==> src/rtl/ctrl_pkg.sv <==
// Shared definitions for the control FSM: state encoding, instruction bit
// indices of the one-hot decode bus, exception codes and instruction classes.
package ctrl_pkg;

  localparam int NUM_INSTR = 55;

  typedef enum logic [2:0] {
    ST_FETCH  = 3'd0,
    ST_DECODE = 3'd1,
    ST_EXEC   = 3'd2,
    ST_MEM    = 3'd3,
    ST_WB     = 3'd4,
    ST_MDWAIT = 3'd5,
    ST_EXC    = 3'd6
  } state_e;

  localparam logic [2:0] EXC_SYSCALL = 3'd0;
  localparam logic [2:0] EXC_BREAK   = 3'd1;
  localparam logic [2:0] EXC_TRAP    = 3'd2;
  localparam logic [2:0] EXC_ILLEGAL = 3'd3;
  localparam logic [2:0] EXC_TIMEOUT = 3'd4;

  typedef enum logic [3:0] {
    CLS_NONE, CLS_ALU, CLS_BRANCH, CLS_LINK, CLS_LOAD, CLS_STORE,
    CLS_MULDIV, CLS_MOVETO, CLS_SYSCALL, CLS_BREAK, CLS_TRAP
  } cls_e;

  // Bit positions on the one-hot instruction bus
  localparam int I_ADD = 0,  I_ADDU = 1,  I_SUB = 2,   I_SUBU = 3,  I_AND = 4;
  localparam int I_OR = 5,   I_XOR = 6,   I_NOR = 7,   I_SLT = 8,   I_SLTU = 9;
  localparam int I_ADDI = 10, I_ADDIU = 11, I_ANDI = 12, I_ORI = 13, I_XORI = 14;
  localparam int I_LUI = 15, I_SLTI = 16, I_SLTIU = 17, I_SLL = 18, I_SRL = 19;
  localparam int I_SRA = 20, I_SLLV = 21, I_SRLV = 22, I_SRAV = 23;
  localparam int I_SW = 24,  I_SB = 25,   I_SH = 26;
  localparam int I_LW = 27,  I_LB = 28,   I_LBU = 29,  I_LH = 30,   I_LHU = 31;
  localparam int I_BEQ = 32, I_BNE = 33,  I_BGEZ = 34, I_J = 35,    I_JAL = 36;
  localparam int I_JR = 37,  I_JALR = 38;
  localparam int I_MULT = 39, I_MULTU = 40, I_DIV = 41, I_DIVU = 42;
  localparam int I_MFHI = 43, I_MFLO = 44, I_MTHI = 45, I_MTLO = 46;
  localparam int I_MFC0 = 47, I_MTC0 = 48, I_ERET = 49;
  localparam int I_SYSCALL = 50, I_BREAK = 51, I_TEQ = 52, I_CLZ = 53, I_MUL = 54;

  function automatic logic [NUM_INSTR-1:0] bit_of(input int idx);
    bit_of = '0;
    bit_of[idx] = 1'b1;
  endfunction

  // Class masks; anything legal that matches none of them is an ALU-type op
  localparam logic [NUM_INSTR-1:0] M_BRANCH = bit_of(I_J) | bit_of(I_JR) | bit_of(I_BEQ) |
                                              bit_of(I_BNE) | bit_of(I_BGEZ) | bit_of(I_ERET);
  localparam logic [NUM_INSTR-1:0] M_LINK   = bit_of(I_JAL) | bit_of(I_JALR);
  localparam logic [NUM_INSTR-1:0] M_LOAD   = bit_of(I_LW) | bit_of(I_LB) | bit_of(I_LBU) |
                                              bit_of(I_LH) | bit_of(I_LHU);
  localparam logic [NUM_INSTR-1:0] M_STORE  = bit_of(I_SW) | bit_of(I_SB) | bit_of(I_SH);
  localparam logic [NUM_INSTR-1:0] M_MULDIV = bit_of(I_MULT) | bit_of(I_MULTU) |
                                              bit_of(I_DIV) | bit_of(I_DIVU);
  localparam logic [NUM_INSTR-1:0] M_MOVETO = bit_of(I_MTHI) | bit_of(I_MTLO) | bit_of(I_MTC0);

endpackage

==> src/rtl/ctrl_instr_class.sv <==
// Combinational instruction classifier: maps the one-hot decode bus to an
// instruction class and flags buses that are not exactly one-hot.
module ctrl_instr_class
  import ctrl_pkg::*;
(
  input  logic [NUM_INSTR-1:0] instr_i,
  output cls_e                 cls_o,
  output logic                 illegal_o
);

  logic legal;

  // Exactly one bit set is legal; an X/Z bus makes 'legal' unknown, which
  // the FSM treats as illegal because it only advances on a known-good flag.
  always_comb begin
    cls_o = CLS_NONE;
    legal = (instr_i != '0) && ((instr_i & (instr_i - 55'd1)) == '0);
    if (legal) begin
      if      (|(instr_i & M_BRANCH))       cls_o = CLS_BRANCH;
      else if (|(instr_i & M_LINK))         cls_o = CLS_LINK;
      else if (|(instr_i & M_LOAD))         cls_o = CLS_LOAD;
      else if (|(instr_i & M_STORE))        cls_o = CLS_STORE;
      else if (|(instr_i & M_MULDIV))       cls_o = CLS_MULDIV;
      else if (|(instr_i & M_MOVETO))       cls_o = CLS_MOVETO;
      else if (instr_i[I_SYSCALL])          cls_o = CLS_SYSCALL;
      else if (instr_i[I_BREAK])            cls_o = CLS_BREAK;
      else if (instr_i[I_TEQ])              cls_o = CLS_TRAP;
      else                                  cls_o = CLS_ALU;
    end
    illegal_o = !legal;
  end

endmodule

==> src/rtl/ctrl_fsm.sv <==
// Multicycle CPU control FSM. Define CTRL_MEM_TIMEOUT_EN to add a bounded
// wait on mem_ready in FETCH/MEM that raises a timeout exception (code 4).
module ctrl_fsm
  import ctrl_pkg::*;
#(
  parameter int MEM_TIMEOUT = 15
) (
  input  logic                 clk,
  input  logic                 rst_n,
  input  logic [NUM_INSTR-1:0] instr_onehot,
  input  logic                 mem_ready,
  input  logic                 md_done,
  input  logic                 cmp_eq,
  output logic                 ir_we,
  output logic                 pc_we,
  output logic                 rf_we,
  output logic                 mem_req,
  output logic                 mem_we,
  output logic                 md_start,
  output logic                 exc_req,
  output logic [2:0]           exc_code,
  output logic [2:0]           state
);

  state_e     state_q, state_d;
  cls_e       cls_q, cls_d;
  logic [2:0] exc_code_q, exc_code_d;
  cls_e       cls_w;
  logic       illegal_w;

  ctrl_instr_class u_class (
    .instr_i   (instr_onehot),
    .cls_o     (cls_w),
    .illegal_o (illegal_w)
  );

`ifdef CTRL_MEM_TIMEOUT_EN
  localparam logic [7:0] WAIT_LAST = 8'(MEM_TIMEOUT - 1);
  logic [7:0] wait_q, wait_d;
  logic       timeout_hit;

  // Timeout fires on the cycle whose idle wait would make the count reach
  // MEM_TIMEOUT; a mem_ready on that same cycle wins.
  assign timeout_hit = !mem_ready && (wait_q == WAIT_LAST);

  // Wait counter: cleared on any state change, counts idle memory cycles, saturates
  always_comb begin
    wait_d = wait_q;
    if (state_d != state_q) begin
      wait_d = '0;
    end else if ((state_q == ST_FETCH || state_q == ST_MEM) && !mem_ready && wait_q != 8'hFF) begin
      wait_d = wait_q + 8'd1;
    end
  end

  // Wait counter register
  always_ff @(posedge clk or negedge rst_n) begin
    if (!rst_n) wait_q <= '0;
    else        wait_q <= wait_d;
  end
`endif

  // Next state, latched class/exception code, and datapath strobes
  always_comb begin
    state_d    = state_q;
    cls_d      = cls_q;
    exc_code_d = exc_code_q;
    ir_we      = 1'b0;
    pc_we      = 1'b0;
    rf_we      = 1'b0;
    mem_req    = 1'b0;
    mem_we     = 1'b0;
    md_start   = 1'b0;
    exc_req    = 1'b0;
    case (state_q)
      ST_FETCH: begin
        mem_req = 1'b1;
        if (mem_ready) begin
          ir_we   = 1'b1;
          pc_we   = 1'b1;
          state_d = ST_DECODE;
        end
`ifdef CTRL_MEM_TIMEOUT_EN
        else if (timeout_hit) begin
          state_d    = ST_EXC;
          exc_code_d = EXC_TIMEOUT;
        end
`endif
      end
      ST_DECODE: begin
        cls_d = cls_w;
        if (!illegal_w) begin
          state_d = ST_EXEC;
        end else begin
          state_d    = ST_EXC;
          exc_code_d = EXC_ILLEGAL;
        end
      end
      ST_EXEC: begin
        case (cls_q)
          CLS_BRANCH: begin pc_we = 1'b1; state_d = ST_FETCH; end
          CLS_LINK:   begin pc_we = 1'b1; state_d = ST_WB; end
          CLS_LOAD, CLS_STORE: state_d = ST_MEM;
          CLS_MULDIV: begin md_start = 1'b1; state_d = ST_MDWAIT; end
          CLS_MOVETO: state_d = ST_FETCH;
          CLS_SYSCALL: begin state_d = ST_EXC; exc_code_d = EXC_SYSCALL; end
          CLS_BREAK:   begin state_d = ST_EXC; exc_code_d = EXC_BREAK; end
          CLS_TRAP: begin
            if (cmp_eq) begin
              state_d    = ST_EXC;
              exc_code_d = EXC_TRAP;
            end else begin
              state_d = ST_FETCH;
            end
          end
          default: state_d = ST_WB;
        endcase
      end
      ST_MEM: begin
        mem_req = 1'b1;
        mem_we  = (cls_q == CLS_STORE);
        if (mem_ready) begin
          state_d = (cls_q == CLS_STORE) ? ST_FETCH : ST_WB;
        end
`ifdef CTRL_MEM_TIMEOUT_EN
        else if (timeout_hit) begin
          state_d    = ST_EXC;
          exc_code_d = EXC_TIMEOUT;
        end
`endif
      end
      ST_WB: begin
        rf_we   = 1'b1;
        state_d = ST_FETCH;
      end
      ST_MDWAIT: begin
        if (md_done) state_d = ST_FETCH;
      end
      ST_EXC: begin
        exc_req = 1'b1;
        pc_we   = 1'b1;
        state_d = ST_FETCH;
      end
      default: state_d = ST_FETCH;
    endcase
    // Reset is asynchronous, so strobes must drop the moment rst_n falls
    if (!rst_n) begin
      ir_we    = 1'b0;
      pc_we    = 1'b0;
      rf_we    = 1'b0;
      mem_req  = 1'b0;
      mem_we   = 1'b0;
      md_start = 1'b0;
      exc_req  = 1'b0;
    end
  end

  // State, latched class and exception code registers
  always_ff @(posedge clk or negedge rst_n) begin
    if (!rst_n) begin
      state_q    <= ST_FETCH;
      cls_q      <= CLS_NONE;
      exc_code_q <= EXC_SYSCALL;
    end else begin
      state_q    <= state_d;
      cls_q      <= cls_d;
      exc_code_q <= exc_code_d;
    end
  end

  assign state    = state_q;
  assign exc_code = exc_code_q;

endmodule
==> config.mk <==
export PLATFORM = sky130hd
export DESIGN_NAME = ctrl_fsm
export DESIGN_NICKNAME = d
export VERILOG_FILES = /design/src/rtl/ctrl_pkg.sv /design/src/rtl/ctrl_instr_class.sv /design/src/rtl/ctrl_fsm.sv
export SDC_FILE = /design/constraint.sdc
export NUM_CORES = 1
export LEC_CHECK = 0
export CORE_UTILIZATION = 43
export CTS_CLUSTER_SIZE = 40
export DETAILED_ROUTE_END_ITERATION = 12
export PLACE_DENSITY = 0.82
export SLEW_MARGIN = 20
export SYNTH_ARGS = -nofsm -noshare
export SYNTH_HDL_FRONTEND = slang
export SYNTH_SLANG_ARGS = --single-unit
export TNS_END_PERCENT = 10
==> constraint.sdc <==
create_clock -name clk -period 2.1 [get_ports clk]
set_input_delay 0.315 -clock clk [delete_from_list [all_inputs] [get_ports clk]]
set_output_delay 0.315 -clock clk [all_outputs]
set_load 0.05 [all_outputs]
==> results of run 1 <==
[per-stage QoR]
step	utilization	area (µm²)
4_1_cts	0.960	3540
2_1_floorplan	-	1710
3_3_place_gp	0.870	3210
3_5_place_dp	0.870	3210
[repair_timing]
action | in CTS
gates cloned | 2
setup buffers | 13
gates resized for setup | 106
endpoints found under the setup margin | 7
pin swaps | 35
[cells in the mapped netlist, types with 2 or more instances]
| master | count | share of area |
|---|---|---|
| nand2_1 | 18 | 0.040 |
| nor2b_1 | 7 | 0.026 |
| a2111oi_0 | 5 | 0.026 |
| nor2_1 | 23 | 0.052 |
| a21oi_1 | 9 | 0.027 |
| nand4_1 | 7 | 0.026 |
| inv_1 | 6 | 0.013 |
| a32o_1 | 2 | 0.012 |
| nand2b_1 | 10 | 0.037 |
| nor4_1 | 12 | 0.045 |
| dfrtp_1 | 9 | 0.13 |
| o21ai_0 | 18 | 0.054 |
| a22oi_1 | 2 | 0.0090 |
| clkbuf_1 | 6 | 0.013 |
| or2_2 | 7 | 0.026 |
| o31ai_1 | 4 | 0.018 |
| o21a_1 | 2 | 0.0090 |
| o41ai_1 | 6 | 0.031 |
| and4_1 | 3 | 0.016 |
| or3_1 | 7 | 0.026 |
| o21ai_1 | 3 | 0.0090 |
| nor3_1 | 16 | 0.048 |
| nand3_1 | 7 | 0.021 |
| buf_6 | 2 | 0.013 |
| a211o_1 | 2 | 0.010 |
| or4_1 | 10 | 0.045 |
| a41oi_1 | 3 | 0.016 |
| o41a_1 | 2 | 0.013 |
[logic make-up after synthesis]
group / share of synthesized area
AOI/OAI and AO/OA: 0.330
DFF: 0.135
muxes: 0.00598
and+or+nand+nor: 0.474
buffers and inverters: 0.0478
other: 0.00224
adders and majority gates: 0.00598
[layer usage]
metal / GRT usage / overflow
met5: 0.0694 / 0
met4: 0.706 / 2
met3: 0.498 / 0
met2: 0.887 / 0
met1: 0.653 / 0
==> run summary, run 1 <==
Status -> aborted with a tool error
Stage reached -> global routing (5_1_grt)
Stop err -> [ERROR GRT-0116] Global routing finished with congestion. Check the congestion regions in the DRC Viewer.
Vias in the first global route -> 3910
# hold bufs at CTS -> 0
Synth Area per Inst -> 6.98 µm²
GRT Total Usage -> 0.678
Post-Syn Nets -> 300
Sequential area share after synthesis -> 0.135
Die Height -> 64.4 µm
Die width -> 64.4 µm
Row count -> 22
Yosys warnings -> 0
DP Worst Slack -> -2.05 ns
Total global routing overflow -> 2
Post-Syn Area -> 1670 µm²
Max Root-Sink Buffers -> 2
Post-synthesis async set-or-reset flop share -> 1.00
Top Ports -> 73
Netlist cell types -> 60
Root buffer cell -> clkbuf_8
Clock sinks -> 9
First-pass GRT wire length -> 20.9 mm
Synth Register Bits -> 9
Top FF cell, synth -> dfrtp_1
Final Wtd Congestion -> 0.905
Largest net degree at the start of global routing -> 13
EDFF count, synth -> 0
Initial Utilization -> 0.454
Syn Inst Count -> 240
DP Cell Count -> 443
H-tree levels -> 1
Post-DP HPWL -> 6.11 mm
Port-buffer cells -> 71
Num CTS Buffers -> 3
==> run 2, diff against run 1 <==
CORE_UTILIZATION = 35   (was 43)
CTS_CLUSTER_SIZE = default   (was 40)
PLACE_DENSITY = default   (was 0.82)
PLACE_DENSITY_LB_ADDON = 0.15   (was default)
==> run summary, run 2 <==
Status -> finished with violations (was aborted with a tool error)
Failing checks -> DRC, setup timing
Vias in the first global route -> 2774
Top Ports -> 73 (unchanged)
Die area -> 5060 µm²
Tcrit/Tclk final -> 1.79
Sequential area share after synthesis -> 0.135 (unchanged)
Min Tclk post-route -> 3.76 ns
Post-Syn Area -> 1670 µm² (unchanged)
Max reg flops -> 4
Final hold vios -> 0
Largest family of logic cells by synthesized area -> simple AND/OR/NAND/NOR gates (unchanged)
Post-Syn Nets -> 300 (unchanged)
Via/cell ratio -> 6.43
Complex-gate fraction of the synthesized area -> 0.330 (unchanged)
Die width -> 71.2 µm (was 64.4 µm)
Clock sinks -> 9 (unchanged)
Crit path kind -> in -> reg
Final Skew -> 0.00334 ns
Worst Max-Slew Pin Slew -> 0.530 ns
Top FF cell, synth -> dfrtp_1 (unchanged)
Total chip power -> 1570 µW
EDFF count, synth -> 0 (unchanged)
Share of cells above drive strength 1 -> 0.454
Crit-path max FO -> 6
Yosys warnings -> 0 (unchanged)
# nets final -> 486
GRT Total Usage -> 0.306
Fmax -> 266 MHz
First-pass iteration count of the detailed router -> 11
Antenna violations before repair -> 0
Row count -> 24 (was 22)
Top post-synthesis cells by count -> 23 x nor2_1, 18 x nand2_1, 18 x o21ai_0, 16 x nor3_1, 12 x nor4_1 (unchanged)
Core Area -> 4470 µm²
Worst vdd ir -> 378 µV
Synth area leader -> dfrtp_1 (unchanged)
RSZ-0062 raised after global routing -> true
Max Root-Sink Buffers -> 2 (unchanged)
Clock latency on the worst-skew pair -> 0.23 ns
Worst setup SP type -> primary input
Worst EP required -> 2.21 ns
Synth Register Bits -> 9 (unchanged)
Synth Area in XOR/XNOR -> 0 (unchanged)
Top cell type's share of synthesized area -> 0.135 (unchanged)
Setup ws final -> -1.66 ns
Post-synthesis adder-cell area fraction -> 0.00598 (unchanged)
Fin util -> 0.841
Sum Neg Setup Slack -> -10.15 ns
Count leader, synth -> nor2_1 (unchanged)
DRT iter0 DRCs -> 263
H-tree levels -> 1 (unchanged)
Worst Hold Class -> in -> async
Port-buffer cells -> 71 (unchanged)
Top reg by flops -> cls_q
Largest net degree at the start of global routing -> 13
Final Hold Slack -> 0.503 ns
PD cells -> 416 nW/µm²
Slew margin rel. -> 0.644
Vias -> 3065
Syn Inst Count -> 240 (unchanged)
Post-synthesis async set-or-reset flop share -> 1.00 (unchanged)
Initial Utilization -> 0.374 (was 0.454)
Synth Area per Inst -> 6.98 µm² (unchanged)
CP arrival -> 3.87 ns
Slew Viols, Final -> 0
P&R area growth vs syn -> 125%
Commonest non-fill, non-tap cell in the layout -> buf_4
Diodes inserted -> 0
Detailed-route DRC error count -> 3
Root buffer cell -> clkbuf_8 (unchanged)
Final Wtd Congestion -> 0.908 (was 0.905)
Clock slew seen by the registers of the worst setup and hold paths -> 0.04 ns
Die Height -> 71.2 µm (was 64.4 µm)
Antenna-violating nets left -> 0
Max-cap viol count -> 0
Setup-failing EPs final -> 7
CTS tree -> done
Total global routing overflow -> 0
Num CTS Buffers -> 3 (unchanged)
CP Capture Type -> flop
Static Leakage -> 0.00159 µW
Most frequent cells in the layout -> 109 x buf_4, 40 x clkdlybuf4s50_1, 22 x nor2_1
FF-to-FF setup slack -> 0.08 ns
First-pass GRT wire length -> 12.4 mm
Post-DP HPWL -> 5.56 mm (was 6.11 mm)
Multiplexer area fraction after synthesis -> 0.00598 (unchanged)
Wire length per cell -> 18.8 µm
Area contributors post-synth -> dfrtp_1 13%, o21ai_0 5.4%, nor2_1 5.2% (unchanged)
Simple-Gate Fraction of Synth Area -> 0.474 (unchanged)
Post-Route WL -> 8.97 mm
Netlist cell types -> 60 (unchanged)
-- run 2: worst max-delay path, stage by stage --
cell     delay [ns]
buf_6          0.10
or4_4          0.57
buf_6          0.15
buf_4          0.14
nor3_2         0.13
buf_4          0.15
nand4_1        0.22
buf_4          0.26
o21ai_1        0.22
nor4b_2        0.22
or4b_4         0.49
or4_4          0.48
o41ai_4        0.43
-- run 2: timing repair --
action	in CTS	in global routing
gates resized for setup	82	34
hold buffers	0	0
buffers inserted	15	7
endpoints found under the setup margin	7	7
pin swaps	29	30
cloned	2	0
-- run 2: cells by family after synthesis --
logic type / Yosys count
AND/OR/NAND/NOR: 139
AO/OA/AOI/OAI: 73
other: 1
buffers and inverters: 16
adder cells (fa/ha/maj): 1
multiplexers: 1
flip-flops: 9
-- run 2: report_power, final --
| part | switching, µW | total [µW] | internal [µW] |
|---|---|---|---|
| combinational | 565 | 1070 | 503 |
| sequential | 83.5 | 298 | 214 |
| clock | 67.2 | 199 | 132 |
| total | 715 | 1570 | 850 |
-- run 2: worst paths after layout --
check	from	end	cells after the start
min in group clk	exc_code[0]	exc_code[0]	1
worst max register to register	state[0]	cls_q[3]	4
max in group asynchronous	rst_n	cls_q[3]	2
worst max-delay path	instr_onehot[0]	cls_q[3]	13
worst min register to register	exc_code[0]	exc_code[0]	1
worst min-delay path	rst_n	cls_q[2]	2
-- run 2: per-layer routing --
metal  track usage  share of wire
met1         0.365           0.36
met2         0.544           0.49
met3        0.0427          0.097
met4         0.131          0.049
met5             0              0
-- run 2: area by class of cell --
cell class	instances	area (µm²)
inverters	6	22.5
fillers	270	709
repair buffers	190	1700
well taps	52	65.1
flip-flops and latches	9	225
clock buffers	4	45.0
multi-input cells	216	1710
-- run 2: stage by stage --
stage | std cells | cell area [µm²] | setup slack, ns
after floorplan | 240 | 1710 | -1.33
after global placement | 449 | 3220 | -1.95
after detailed placement | 449 | 3220 | -2.00
after CTS | 470 | 3560 | -1.41
after global routing | 477 | 3760 | -1.65
final | 477 | 3760 | -1.66
(Power assumes the default switching activity.)
==> run 3, diff against run 2 <==
CORE_UTILIZATION = 43   (was 35)
==> run summary, run 3 <==
Post-synthesis async set-or-reset flop share -> 1.00 (unchanged)
Clock sinks -> 9 (unchanged)
Die width -> 64.4 µm (was 71.2 µm)
Worst endpoint type -> register data pin
Top cell type's share of synthesized area -> 0.135 (unchanged)
Final Wtd Congestion -> 0.941 (was 0.908)
Worst endpoint after global-route timing repair -> cls_q[3]$_DFFE_PN0P_/D
Top FF cell, synth -> dfrtp_1 (unchanged)
Synth Area per Inst -> 6.98 µm² (unchanged)
Total global routing overflow -> 462
Syn Inst Count -> 240 (unchanged)
Netlist cell types -> 60 (unchanged)
Largest net degree at the start of global routing -> 12
Stop err -> [ERROR GRT-0232] Routing congestion too high. Check the congestion heatmap in the GUI.
Post-Syn Nets -> 300 (unchanged)
Post-Syn Area -> 1670 µm² (unchanged)
Area contributors post-synth -> dfrtp_1 13%, o21ai_0 5.4%, nor2_1 5.2% (unchanged)
Row count -> 22 (was 24)
Top Ports -> 73 (unchanged)
# hold bufs at CTS -> 0 (unchanged)
H-tree levels -> 1 (unchanged)
Synth Register Bits -> 9 (unchanged)
Status -> aborted with a tool error (was finished with violations)
Initial Utilization -> 0.454 (was 0.374)
Post-DP HPWL -> 6.41 mm (was 5.56 mm)
Placed Area -> 3220 µm² (about the same)
Root buffer cell -> clkbuf_8 (unchanged)
Die Height -> 64.4 µm (was 71.2 µm)
Sequential area share after synthesis -> 0.135 (unchanged)
Yosys warnings -> 0 (unchanged)
Port-buffer cells -> 71 (unchanged)
Top post-synthesis cells by count -> 23 x nor2_1, 18 x nand2_1, 18 x o21ai_0, 16 x nor3_1, 12 x nor4_1 (unchanged)
Count leader, synth -> nor2_1 (unchanged)
EDFF count, synth -> 0 (unchanged)
Max Root-Sink Buffers -> 2 (unchanged)
Synth area leader -> dfrtp_1 (unchanged)
GRT Total Usage -> 0.997
Stage reached -> global routing (5_1_grt)
Num CTS Buffers -> 3 (unchanged)
==> run 3: cell counts after synthesis <==
No cell type changed its count.
==> run 3: per-layer routing <==
layer | global-route usage | GRT overflow
met3 | 0.586 | 0
met4 | 1.28 | 137
met5 | 0.0278 | 0
met1 | 0.880 | 2
met2 | 1.40 | 323
==> run 3: what timing repair did <==
| item | in CTS |
|---|---|
| pin swaps | 21 |
| resized for setup | 76 |
| endpoints found under the setup margin | 7 |
| gates cloned | 0 |
| buffers inserted | 8 |
==> run 3: cell families after synthesis <==
kind of cell | share of synthesized area
AOI/OAI and AO/OA | 0.330
adders and majority gates | 0.00598
buffers and inverters | 0.0478
DFF | 0.135
muxes | 0.00598
other | 0.00224
and+or+nand+nor | 0.474
==> run 3: metrics by stage <==
stage | setup slack (ns) | util | hold WS (ns) | instances | setup TNS (ns)
floorplan | -1.33 | - | 0.0194 | 240 | -9.59
global placement | -1.95 | 0.872 | 0.520 | 446 | -12.92
detailed placement | -2.18 | 0.872 | 0.529 | 446 | -14.53
CTS | -1.45 | 0.936 | 0.317 | 458 | -9.47
